`config.mk`:
```
export PLATFORM = sky130hd
export DESIGN_NAME = dl_lshift_seq
export DESIGN_NICKNAME = d
export VERILOG_FILES = /design/src/rtl/dl_lshift_seq.sv
export SDC_FILE = /design/constraint.sdc
export NUM_CORES = 1
export LEC_CHECK = 0
export BUFFER_PORTS_ARGS = -buffer_cell sky130_fd_sc_hd__buf_2
export CORE_MARGIN = 3
export CORE_UTILIZATION = 40
export CTS_CLUSTER_DIAMETER = 30
export DETAILED_ROUTE_END_ITERATION = 10
export GPL_ROUTABILITY_DRIVEN = 0
export PLACE_DENSITY = 0.65
export SLEW_MARGIN = 15
export SYNTH_ARGS = -nofsm -noshare
export SYNTH_HDL_FRONTEND = slang
export SYNTH_SLANG_ARGS = --single-unit
```
`constraint.sdc`:
```
create_clock -name clk -period 3.8 [get_ports clk]
set_input_delay 0.57 -clock clk [delete_from_list [all_inputs] [get_ports clk]]
set_output_delay 0.57 -clock clk [all_outputs]
set_load 0.02 [all_outputs]
```
`src/rtl/dl_lshift_seq.sv`:
```
// Multi-cycle logical left shifter, one logarithmic stage per cycle, valid/ready on both sides.
// Optional macro DL_LSHIFT_SEQ_EARLY_DONE_EN: leave BUSY as soon as no shift bits remain.
`timescale 1ns/1ps

module dl_lshift_seq #(
   parameter  int NUM_BITS       = 32,
   localparam int NUM_SHIFT_BITS = $clog2(NUM_BITS)
) (
   input  logic                      clk,
   input  logic                      rst,
   input  logic                      in_val,
   output logic                      in_rdy,
   input  logic [NUM_BITS-1:0]       in,
   input  logic [NUM_SHIFT_BITS-1:0] shift,
   output logic                      out_val,
   input  logic                      out_rdy,
   output logic [NUM_BITS-1:0]       out,
   output logic                      busy
);

   typedef enum logic [1:0] {
      IDLE,
      BUSY,
      DONE
   } state_e;

   localparam logic [NUM_SHIFT_BITS-1:0] LAST_STAGE = NUM_SHIFT_BITS'(NUM_SHIFT_BITS - 1);

   state_e                    state_q, state_d;
   logic [NUM_BITS-1:0]       data_q, data_d;
   logic [NUM_SHIFT_BITS-1:0] amt_q, amt_d;
   logic [NUM_SHIFT_BITS-1:0] stage_q, stage_d;

   logic [NUM_BITS-1:0]       stage_data;
   logic [NUM_SHIFT_BITS-1:0] amt_rem;

   // NOTE: sequential state uses non-blocking assignments so every flop samples pre-edge values.
   always_ff @(posedge clk or posedge rst) begin
      if (rst) begin
         state_q <= IDLE;
         data_q  <= '0;
         amt_q   <= '0;
         stage_q <= '0;
      end else begin
         state_q <= state_d;
         data_q  <= data_d;
         amt_q   <= amt_d;
         stage_q <= stage_d;
      end
   end

   // Stage k shifts by the constant 2^k; selecting among constants avoids a full barrel shifter.
   always_comb begin
      stage_data = data_q;
      for (int k = 0; k < NUM_SHIFT_BITS; k++) begin
         if (stage_q == NUM_SHIFT_BITS'(k)) begin
            stage_data = data_q << (2 ** k);
         end
      end
   end

   assign amt_rem = amt_q >> 1;

   // NOTE: every always_comb output gets a default first so no path can infer a latch.
   always_comb begin
      state_d = state_q;
      data_d  = data_q;
      amt_d   = amt_q;
      stage_d = stage_q;

      unique case (state_q)
         IDLE: begin
            if (in_val && in_rdy) begin
               data_d  = in;
               amt_d   = shift;
               stage_d = '0;
`ifdef DL_LSHIFT_SEQ_EARLY_DONE_EN
               state_d = (shift == '0) ? DONE : BUSY;
`else
               state_d = BUSY;
`endif
            end
         end

         BUSY: begin
            if (amt_q[0]) begin
               data_d = stage_data;
            end
            amt_d   = amt_rem;
            stage_d = stage_q + NUM_SHIFT_BITS'(1);
            if (stage_q == LAST_STAGE) begin
               state_d = DONE;
            end
`ifdef DL_LSHIFT_SEQ_EARLY_DONE_EN
            else if (amt_rem == '0) begin
               state_d = DONE;
            end
`endif
         end

         DONE: begin
            // Returning through IDLE keeps a result handshake and a new accept in separate cycles.
            if (out_rdy) begin
               state_d = IDLE;
            end
         end

         default: state_d = IDLE;
      endcase
   end

   assign in_rdy  = (state_q == IDLE) && !rst;
   assign out_val = (state_q == DONE);
   assign busy    = (state_q != IDLE);
   assign out     = data_q;

endmodule

```
==> results of run 1 <==
state kept, by name (all words and copies together) (netlist names):
| name | count |
|---|---|
| stage_q | 5 |
| out | 32 |
| state_q | 2 |
| amt_q | 5 |
per-layer routing:
metal / routed length [microns] / vias to the layer above
met2: 5313 / 171
met4: 197 / 0
li1: - / 1662
met5: 0 / -
met1: 5001 / 1799
met3: 957 / 25
cell families after synthesis:
logic type,count (synthesis),share of synthesized area [%]
XOR/XNOR,1,0.2555
multiplexers,13,3.942
flip-flops,44,32.12
AO/OA/AOI/OAI,173,34.64
adder cells (fa/ha/maj),4,1.460
AND/OR/NAND/NOR,127,21.68
buffers and inverters,45,5.912
per-stage QoR:
| stage | hold WS, ns | power [mW] | utilization, % |
|---|---|---|---|
| after floorplan | 0.4492 | 2.689 | - |
| after global placement | 0.4626 | 3.342 | 46.47 |
| after detailed placement | 0.4810 | 3.392 | 46.47 |
| after CTS | 0.4661 | 3.710 | 47.56 |
| after global routing | 0.4948 | 4.033 | 47.56 |
| final | 0.4465 | 3.747 | 47.56 |
worst max path at each step:
stage                           from       to  slack (ns)  cells after the start
after floorplan           stage_q[1]   out[9]        1.68                      7
after global placement    stage_q[0]  out[28]        1.01                      6
after detailed placement  stage_q[0]  out[28]        0.96                      6
after CTS                 stage_q[0]  out[28]        0.95                      6
after global routing      stage_q[0]  out[22]        0.64                      6
final                     stage_q[0]  out[28]        0.89                      6
power by group:
part	switching [mW]	leakage (nW)	internal, mW	total, mW
clock network	0.164	0.0455	0.149	0.312
logic	1.41	1.19	0.923	2.33
registers	0.444	0.545	0.662	1.11
worst max-delay path, cell delays in order, from the launching register on:
cell and delay (ns):
dfrtp_1 0.44, inv_1 0.10, ha_1 0.70, or4_1 0.25, a41o_1 0.88, o21ai_0 0.26, a31oi_1 0.20
area by class of cell:
class                           instances  area, sq um
Fill cell                             844         4330
Multi-Input combinational cell        318         2136
Sequential cell                        44         1101
Timing Repair Buffer                   85        450.4
Tap cell                              105        131.4
Clock buffer                            8        90.09
Inverter                                5        18.77
cells in the final DEF, fill, tap and decap left out, types with 5 or more instances in the layout:
cell / synthesis / layout
clkbuf_8: 0 / 6
o31ai_1: 7 / 7
a221oi_1: 6 / 6
o211ai_1: 21 / 21
o21ai_1: 5 / 5
a21oi_1: 30 / 30
nor3_1: 5 / 5
o21ai_0: 43 / 43
nand2_1: 20 / 20
buf_2: 15 / 75
nor2_1: 22 / 22
a31oi_1: 6 / 6
a21o_1: 14 / 14
a22o_1: 10 / 10
nor3b_1: 7 / 7
and3_1: 17 / 17
nor2b_1: 26 / 25
buf_4: 2 / 10
dfrtp_1: 44 / 44
a221o_1: 6 / 6
mux2i_1: 12 / 12
a222oi_1: 14 / 14
==> impl_metrics.env, run 1 <==
export IMPL_hpwl_mm=7.805
export IMPL_portBuffers=75
export IMPL_rr_worst_depth=6
export IMPL_setup_violations=0
export IMPL_insertion_delay_ns=0.30
export IMPL_std_cell_rows=33
export IMPL_post_cts_buffers=0
export IMPL_grt_use_met3_pct=4.034
export IMPL_power_leakage_nw=1.785
export IMPL_numCtsBuffers=5
export IMPL_cts_resized=0
export IMPL_netlist_top_cells_count="44 x dfrtp_1, 43 x o21ai_0, 30 x a21oi_1, 26 x nor2b_1, 22 x nor2_1"
export IMPL_p_per_area_nw_per_um2=954.0
export IMPL_area_growth_pct=14.56
export IMPL_outcome="finished clean"
export IMPL_cts_tree="yes"
export IMPL_tns_ns=0
export IMPL_grt_first_pass_wirelength_mm=18.69
export IMPL_floorplan_initialDensity_pct=41.52
export IMPL_drt_first_pass_iters=6
export IMPL_drt_initial_drc_count=364
export IMPL_r2r_start="stage_q[0]"
export IMPL_endpoint_kind="register"
export IMPL_drt_total_wl_mm=11.47
export IMPL_root_buffer="clkbuf_8"
export IMPL_min_path_type="input pin to async pin"
export IMPL_cts_hold_buf=0
export IMPL_ys_seq_area_share_pct=32.12
export IMPL_cts_max_level=2
export IMPL_grt_ovfl_total=0
export IMPL_cp_max_fo=30
export IMPL_synthCells=407
export IMPL_rsz0062_at_grt="false"
export IMPL_ios=76
export IMPL_min_period_ns=2.914
export IMPL_grt_util_met2_pct=36.87
export IMPL_cts_buffer_depth=2
export IMPL_fp_dieH_microns=98.58
export IMPL_arrival_ns=3.14
export IMPL_antenna_left=0
export IMPL_grt_usage_pct=23.40
export IMPL_critPathKind="register to register"
export IMPL_maxSlewHeadroom_pct=28.56
export IMPL_critPathLaunchType="register"
export IMPL_synth_nets=452
export IMPL_synth_most_common_cell="dfrtp_1"
export IMPL_die_x_microns=98.58
export IMPL_worstReg2RegEnd="out[28]"
export IMPL_dieArea_sq_um=9718
export IMPL_fin_area_sq_um=3928
export IMPL_drc=0
export IMPL_hold_viol_final=0
export IMPL_dp_cells=557
export IMPL_crit_required_ns=4.02
export IMPL_slew_violations=0
export IMPL_yosys_warnings=0
export IMPL_syn_area_sq_um=3428
export IMPL_antenna_cells=0
export IMPL_synth_ff_type="dfrtp_1"
export IMPL_ys_ff_latch=44
export IMPL_wl_per_cell_microns=20.30
export IMPL_first_global_vias=3471
export IMPL_ys_types=53
export IMPL_netlist_top_cells_area="dfrtp_1 32%, o21ai_0 6.3%, nor2b_1 4.7%"
export IMPL_synth_edf_count=0
export IMPL_cts_num_sinks=44
export IMPL_synthArstFlopShare_pct=100.0
export IMPL_syn_avg_cell_area_sq_um=8.423
export IMPL_placed_area_sq_um=3837
export IMPL_synth_top_area_cell="dfrtp_1"
export IMPL_gr_usage_met1_pct=33.22
export IMPL_busiest_layer="met2"
export IMPL_skew_ns=0.002657
export IMPL_fmax_ghz=0.3431
export IMPL_vias=3657
export IMPL_antenna_found_initial=0
export IMPL_worst_pin_slew_ns=1.072
export IMPL_core_sq_um=8258
export IMPL_via_per_inst=6.473
export IMPL_peakVddDrop_uv=409.6
export IMPL_final_cells=565
export IMPL_reg2reg_slack_ns=0.89
export IMPL_clk_pin_slew_ns=0.08
export IMPL_grt_max_degree=45
export IMPL_yosys_area_top_type_share_pct=32.12
export IMPL_setup_slack_ns=0.8856
export IMPL_drv_cap=0
export IMPL_finalCritPeriodShare_pct=76.70
export IMPL_final_nets=504
export IMPL_dpl_worst_slack_ns=0.9627
export IMPL_drive_above_1_share_pct=22.61
(Power assumes the default switching activity.)
==> inputs of run 2 (changes only) <==
--- a/config.mk
+++ b/config.mk
@@ -11,7 +11,7 @@
 export CTS_CLUSTER_DIAMETER = 30
 export DETAILED_ROUTE_END_ITERATION = 10
 export GPL_ROUTABILITY_DRIVEN = 0
-export PLACE_DENSITY = 0.65
+export PLACE_DENSITY = 0.67
 export SLEW_MARGIN = 15
 export SYNTH_ARGS = -nofsm -noshare
 export SYNTH_HDL_FRONTEND = slang
==> constraint.sdc (replaced) <==
create_clock -name clk -period 2.3 [get_ports clk]
set_input_delay 0.345 -clock clk [delete_from_list [all_inputs] [get_ports clk]]
set_output_delay 0.345 -clock clk [all_outputs]
set_load 0.02 [all_outputs]
==> run 2 against run 1 <==
Compared with the run above: clock-buffer cell count decreased by 3; register-to-register slack got worse by 0.75 ns; global-route usage increased by 0.26 points; clock power increased by 130%; via count decreased by 0.74%; sequential power increased by 63%; flip-flop and latch count unchanged; non-clock buffer count increased by 11; fmax increased by 35%; combinational power increased by 73%; critical endpoint is now out[5]; largest power group unchanged.
==> impl_metrics.env, run 2 (synthesis gave the netlist of run 1 again) <==
export IMPL_outcome="finished clean"
export IMPL_grt_ovfl_total=0
export IMPL_largest_reg_flops=32
export IMPL_portBuffers=75
export IMPL_drive_above_1_share_pct=25.53
export IMPL_antenna_cells=0
export IMPL_fmax_ghz=0.4619
export IMPL_most_common_layout_cells="75 x buf_2, 43 x dfrtp_1, 41 x o21ai_0, 30 x a21oi_1, 23 x nor2b_1"
export IMPL_hold_viol_final=0
export IMPL_antenna_found_initial=0
export IMPL_root_buffer="clkbuf_8"
export IMPL_setup_violations=0
export IMPL_crit_path_cell_trace="inv_1 -> ha_1 -> buf_4 -> or4b_1 -> nor2_1 -> o2bb2ai_1 -> a221o_1"
export IMPL_critPathLaunchType="register"
export IMPL_cpPeakStageDelay_ns=0.52
export IMPL_skew_ns=0.007067
export IMPL_min_path_type="input pin to async pin"
export IMPL_antenna_left=0
export IMPL_peakVddDrop_uv=700.5
export IMPL_p_per_area_nw_per_um2=1605
export IMPL_final_common_cell="buf_2"
export IMPL_worst_pin_slew_ns=0.7007
export IMPL_maxSlewHeadroom_pct=53.29
export IMPL_setup_slack_ns=0.1349
export IMPL_hpwl_mm=7.830
export IMPL_std_cell_rows=33
export IMPL_critPathKind="register to register"
export IMPL_finish_utilization_pct=49.33
export IMPL_arrival_ns=2.40
export IMPL_slew_violations=0
export IMPL_total_power_mw=6.538
export IMPL_grt_max_degree=45
export IMPL_via_per_inst=6.313
export IMPL_finalCritPeriodShare_pct=94.14
export IMPL_crit_cells=7
export IMPL_cts_num_sinks=44
export IMPL_dieArea_sq_um=9718
export IMPL_grt_first_pass_wirelength_mm=18.86
export IMPL_drt_total_wl_mm=11.47
export IMPL_drv_cap=0
export IMPL_rsz0062_at_grt="false"
export IMPL_tns_ns=0
export IMPL_area_growth_pct=18.83
export IMPL_dp_cells=568
export IMPL_final_nets=515
export IMPL_clk_pin_slew_ns=0.09
export IMPL_grt_usage_pct=23.66
export IMPL_wl_per_cell_microns=19.95
export IMPL_drt_first_pass_iters=5
export IMPL_cts_tree="yes"
export IMPL_first_global_vias=3535
export IMPL_crit_required_ns=2.53
export IMPL_floorplan_initialDensity_pct=41.52
export IMPL_insertion_delay_ns=0.30
export IMPL_cts_max_level=2
export IMPL_fp_dieH_microns=98.58
export IMPL_endpoint_kind="register"
export IMPL_final_cells=575
export IMPL_min_period_ns=2.165
export IMPL_drc=0
export IMPL_die_x_microns=98.58
export IMPL_cts_buffer_depth=2
export IMPL_post_cts_buffers=0
export IMPL_drt_initial_drc_count=355
export IMPL_ios=76
export IMPL_worst_path_dominant_cell_family="simple AND/OR/NAND/NOR gates"
export IMPL_power_leakage_nw=1.864
export IMPL_numCtsBuffers=5
export IMPL_vias=3630
export IMPL_rr_worst_depth=7
export IMPL_path_buf_inv=2
export IMPL_cts_hold_buf=0
export IMPL_cts_resized=0
export IMPL_core_sq_um=8258
export IMPL_cp_max_fo=23
export IMPL_crit_path_top_delay_cell="or4b_1"
export IMPL_dpl_worst_slack_ns=0.09105
-- run 2: cell types whose count changed in the layout (fill, tap and decap cells not counted), moves of 2 or more --
cell | before | now
buf_4 | 10 | 19
bufinv_16 | 0 | 2
clkbuf_1 | 2 | 0
nor2b_1 | 25 | 23
nor2b_2 | 1 | 3
o21ai_0 | 43 | 41
o21ai_1 | 5 | 7
-- run 2: layer usage --
| layer | routed length (microns) | track usage, % |
|---|---|---|
| met1 | 5069 | 33.58 |
| met2 | 5208 | 36.04 |
| met3 | 879 | 4.388 |
| met4 | 315 | 8.613 |
| met5 | 0 | 0 |
-- run 2: area by class of cell --
cell class,count,area [sq um]
tap,105,131.4
sequential,44,1102
clock inverter,2,60.06
timing repair buffer,96,549.3
inverter,5,18.77
multi-input combinational,318,2143
fill,822,4184
clock buffer,5,68.82
-- run 2: worst min-delay path, stage by stage --
cell,delay (ns)
buf_2,0.12
clkinv_1,0.04
buf_4,0.49
-- run 2: worst paths after layout --
check / slack [ns] / end / start
max: 0.13 / out[5] / stage_q[0]
min: 0.23 / out[10] / rst
min in group clk: 0.31 / out[0] / in[0]
min reg2reg: 0.49 / amt_q[1] / amt_q[2]
max in group asynchronous: 1.64 / stage_q[0] / rst
max reg2reg: 0.13 / out[5] / stage_q[0]
-- run 2: stage by stage --
| stage | cell area [sq um] | hold slack (ns) |
|---|---|---|
| floorplan | 3428 | 0.4492 |
| global placement | 3933 | 0.4667 |
| detailed placement | 3933 | 0.4769 |
| CTS | 4061 | 0.2460 |
| global route | 4074 | 0.2772 |
| finish | 4074 | 0.2336 |
-- run 2: report_power, final --
part           leakage [nW]  internal, mW  switching (mW)
Clock                0.0642         0.428           0.276
Combinational          1.26          1.66            2.37
Sequential            0.544          1.10           0.711
==> inputs of run 3 (changes only) <==
--- a/config.mk
+++ b/config.mk
@@ -11,6 +11,7 @@
 export CTS_CLUSTER_DIAMETER = 30
 export DETAILED_ROUTE_END_ITERATION = 10
 export GPL_ROUTABILITY_DRIVEN = 0
+export MAX_ROUTING_LAYER = met4
 export PLACE_DENSITY = 0.67
 export SLEW_MARGIN = 15
 export SYNTH_ARGS = -nofsm -noshare
==> run 3 against run 2 <==
Compared with the run above: cell area unchanged; via count increased by 0.14%; clock skew decreased by 0.0019 ns; highest routed layer unchanged; flip-flop and latch count unchanged; critical path type unchanged.
==> impl_metrics.env, run 3 (synthesis gave the netlist of run 1 again) <==
export IMPL_first_global_vias=3539
export IMPL_ios=76
export IMPL_drv_cap=0
export IMPL_antenna_left=0
export IMPL_cts_num_sinks=44
export IMPL_dpl_worst_slack_ns=0.09105
export IMPL_drt_first_pass_iters=5
export IMPL_worstReg2RegEnd="out[5]"
export IMPL_final_nets=515
export IMPL_largest_reg_flops=32
export IMPL_area_growth_pct=18.83
export IMPL_outcome="finished clean"
export IMPL_dieArea_sq_um=9718
export IMPL_grt_first_pass_wirelength_mm=18.87
export IMPL_numCtsBuffers=5
export IMPL_setup_violations=0
export IMPL_cts_buffer_depth=2
export IMPL_drc=0
export IMPL_antenna_cells=0
export IMPL_portBuffers=75
export IMPL_hpwl_mm=7.830
export IMPL_slew_violations=0
export IMPL_peakVddDrop_uv=694.2
export IMPL_min_path_type="input pin to async pin"
export IMPL_min_period_ns=2.173
export IMPL_final_cells=575
export IMPL_cts_tree="yes"
export IMPL_maxSlewHeadroom_pct=51.57
export IMPL_cts_hold_buf=0
export IMPL_via_per_inst=6.322
export IMPL_endpoint_kind="register"
export IMPL_std_cell_rows=33
export IMPL_fmax_ghz=0.4601
export IMPL_insertion_delay_ns=0.29
export IMPL_fp_dieH_microns=98.58
export IMPL_cp_max_fo=23
export IMPL_critPathLaunchType="register"
export IMPL_rsz0062_at_grt="false"
export IMPL_dp_cells=568
export IMPL_arrival_ns=2.41
export IMPL_post_cts_buffers=0
export IMPL_finalCritPeriodShare_pct=94.50
export IMPL_grt_usage_pct=24.37
export IMPL_reg2reg_slack_ns=0.13
export IMPL_drt_total_wl_mm=11.51
export IMPL_antenna_found_initial=0
export IMPL_die_x_microns=98.58
export IMPL_clk_pin_slew_ns=0.08
export IMPL_grt_max_degree=45
export IMPL_core_sq_um=8258
export IMPL_final_common_cell="buf_2"
export IMPL_fillers=822
export IMPL_vias=3635
export IMPL_tns_ns=0
export IMPL_hold_viol_final=0
export IMPL_drt_initial_drc_count=366
export IMPL_floorplan_initialDensity_pct=41.52
export IMPL_r2r_start="stage_q[0]"
export IMPL_rr_worst_depth=7
export IMPL_crit_required_ns=2.53
export IMPL_most_common_layout_cells="75 x buf_2, 43 x dfrtp_1, 41 x o21ai_0, 30 x a21oi_1, 23 x nor2b_1"
export IMPL_grt_ovfl_total=0
export IMPL_wl_per_cell_microns=20.01
export IMPL_p_per_area_nw_per_um2=1605
export IMPL_cts_max_level=2
export IMPL_worst_pin_slew_ns=0.7265
export IMPL_power_leakage_nw=1.864
export IMPL_drive_above_1_share_pct=25.53
export IMPL_setup_slack_ns=0.1266
export IMPL_root_buffer="clkbuf_8"
export IMPL_skew_ns=0.005128
export IMPL_critPathKind="register to register"
run 3: worst max path at each step:
stage	from	end	slack, ns	cells past startpoint
2_1_floorplan	stage_q[1]	out[9]	0.18	7
3_3_place_gp	stage_q[0]	out[14]	0.21	7
3_5_place_dp	stage_q[0]	out[22]	0.09	7
4_1_cts	stage_q[0]	out[22]	0.06	7
5_1_grt	stage_q[0]	out[9]	0.03	7
6_report	stage_q[0]	out[5]	0.13	7
run 3: critical path, cell delays in order, from the launching register on:
cell and delay, ns:
dfrtp_2 0.45, inv_1 0.10, ha_1 0.23, buf_4 0.27, or4b_1 0.52, nor2_1 0.25
o2bb2ai_1 0.15, a221o_1 0.15
run 3: metal layers:
metal / routed length, microns / vias up / track usage (%)
met5: 0 / - / -
met4: 331 / 0 / 8.613
met3: 990 / 32 / 4.459
met2: 5187 / 221 / 36.25
met1: 4997 / 1698 / 33.36
li1: - / 1684 / -
run 3: cell type report:
cell class	instances	area, sq um	area share, %
sequential	44	1102	27.06
clock inverter	2	60.06	1.474
multi-input combinational	318	2143	52.61
inverter	5	18.77	0.4607
timing repair buffer	96	549.3	13.48
clock buffer	5	68.82	1.689
tap	105	131.4	3.225
run 3: power by group:
part           total, mW  internal, mW  leakage (nW)  switching (mW)
sequential          1.81          1.10         0.544           0.711
clock              0.701         0.428        0.0642           0.273
combinational       4.03          1.66          1.26            2.37
run 3: per-stage QoR:
| stage | total power [mW] | area [sq um] | hold slack, ns | utilization [%] |
|---|---|---|---|---|
| detailed placement | 5.739 | 3933 | 0.4769 | 47.62 |
| finish | 6.539 | 4074 | 0.2327 | 49.33 |
| CTS | 6.463 | 4061 | 0.2460 | 49.18 |
| global placement | 5.661 | 3933 | 0.4667 | 47.62 |
| global route | 7.009 | 4074 | 0.2776 | 49.33 |
| floorplan | 4.443 | 3428 | 0.4492 | - |
run 3: what timing repair did:
action | 4_1_cts | 5_1_grt
hold endpoints to repair | 0 | 0
setup endpoints to repair | 0 | 27
gates resized for setup | 0 | 7
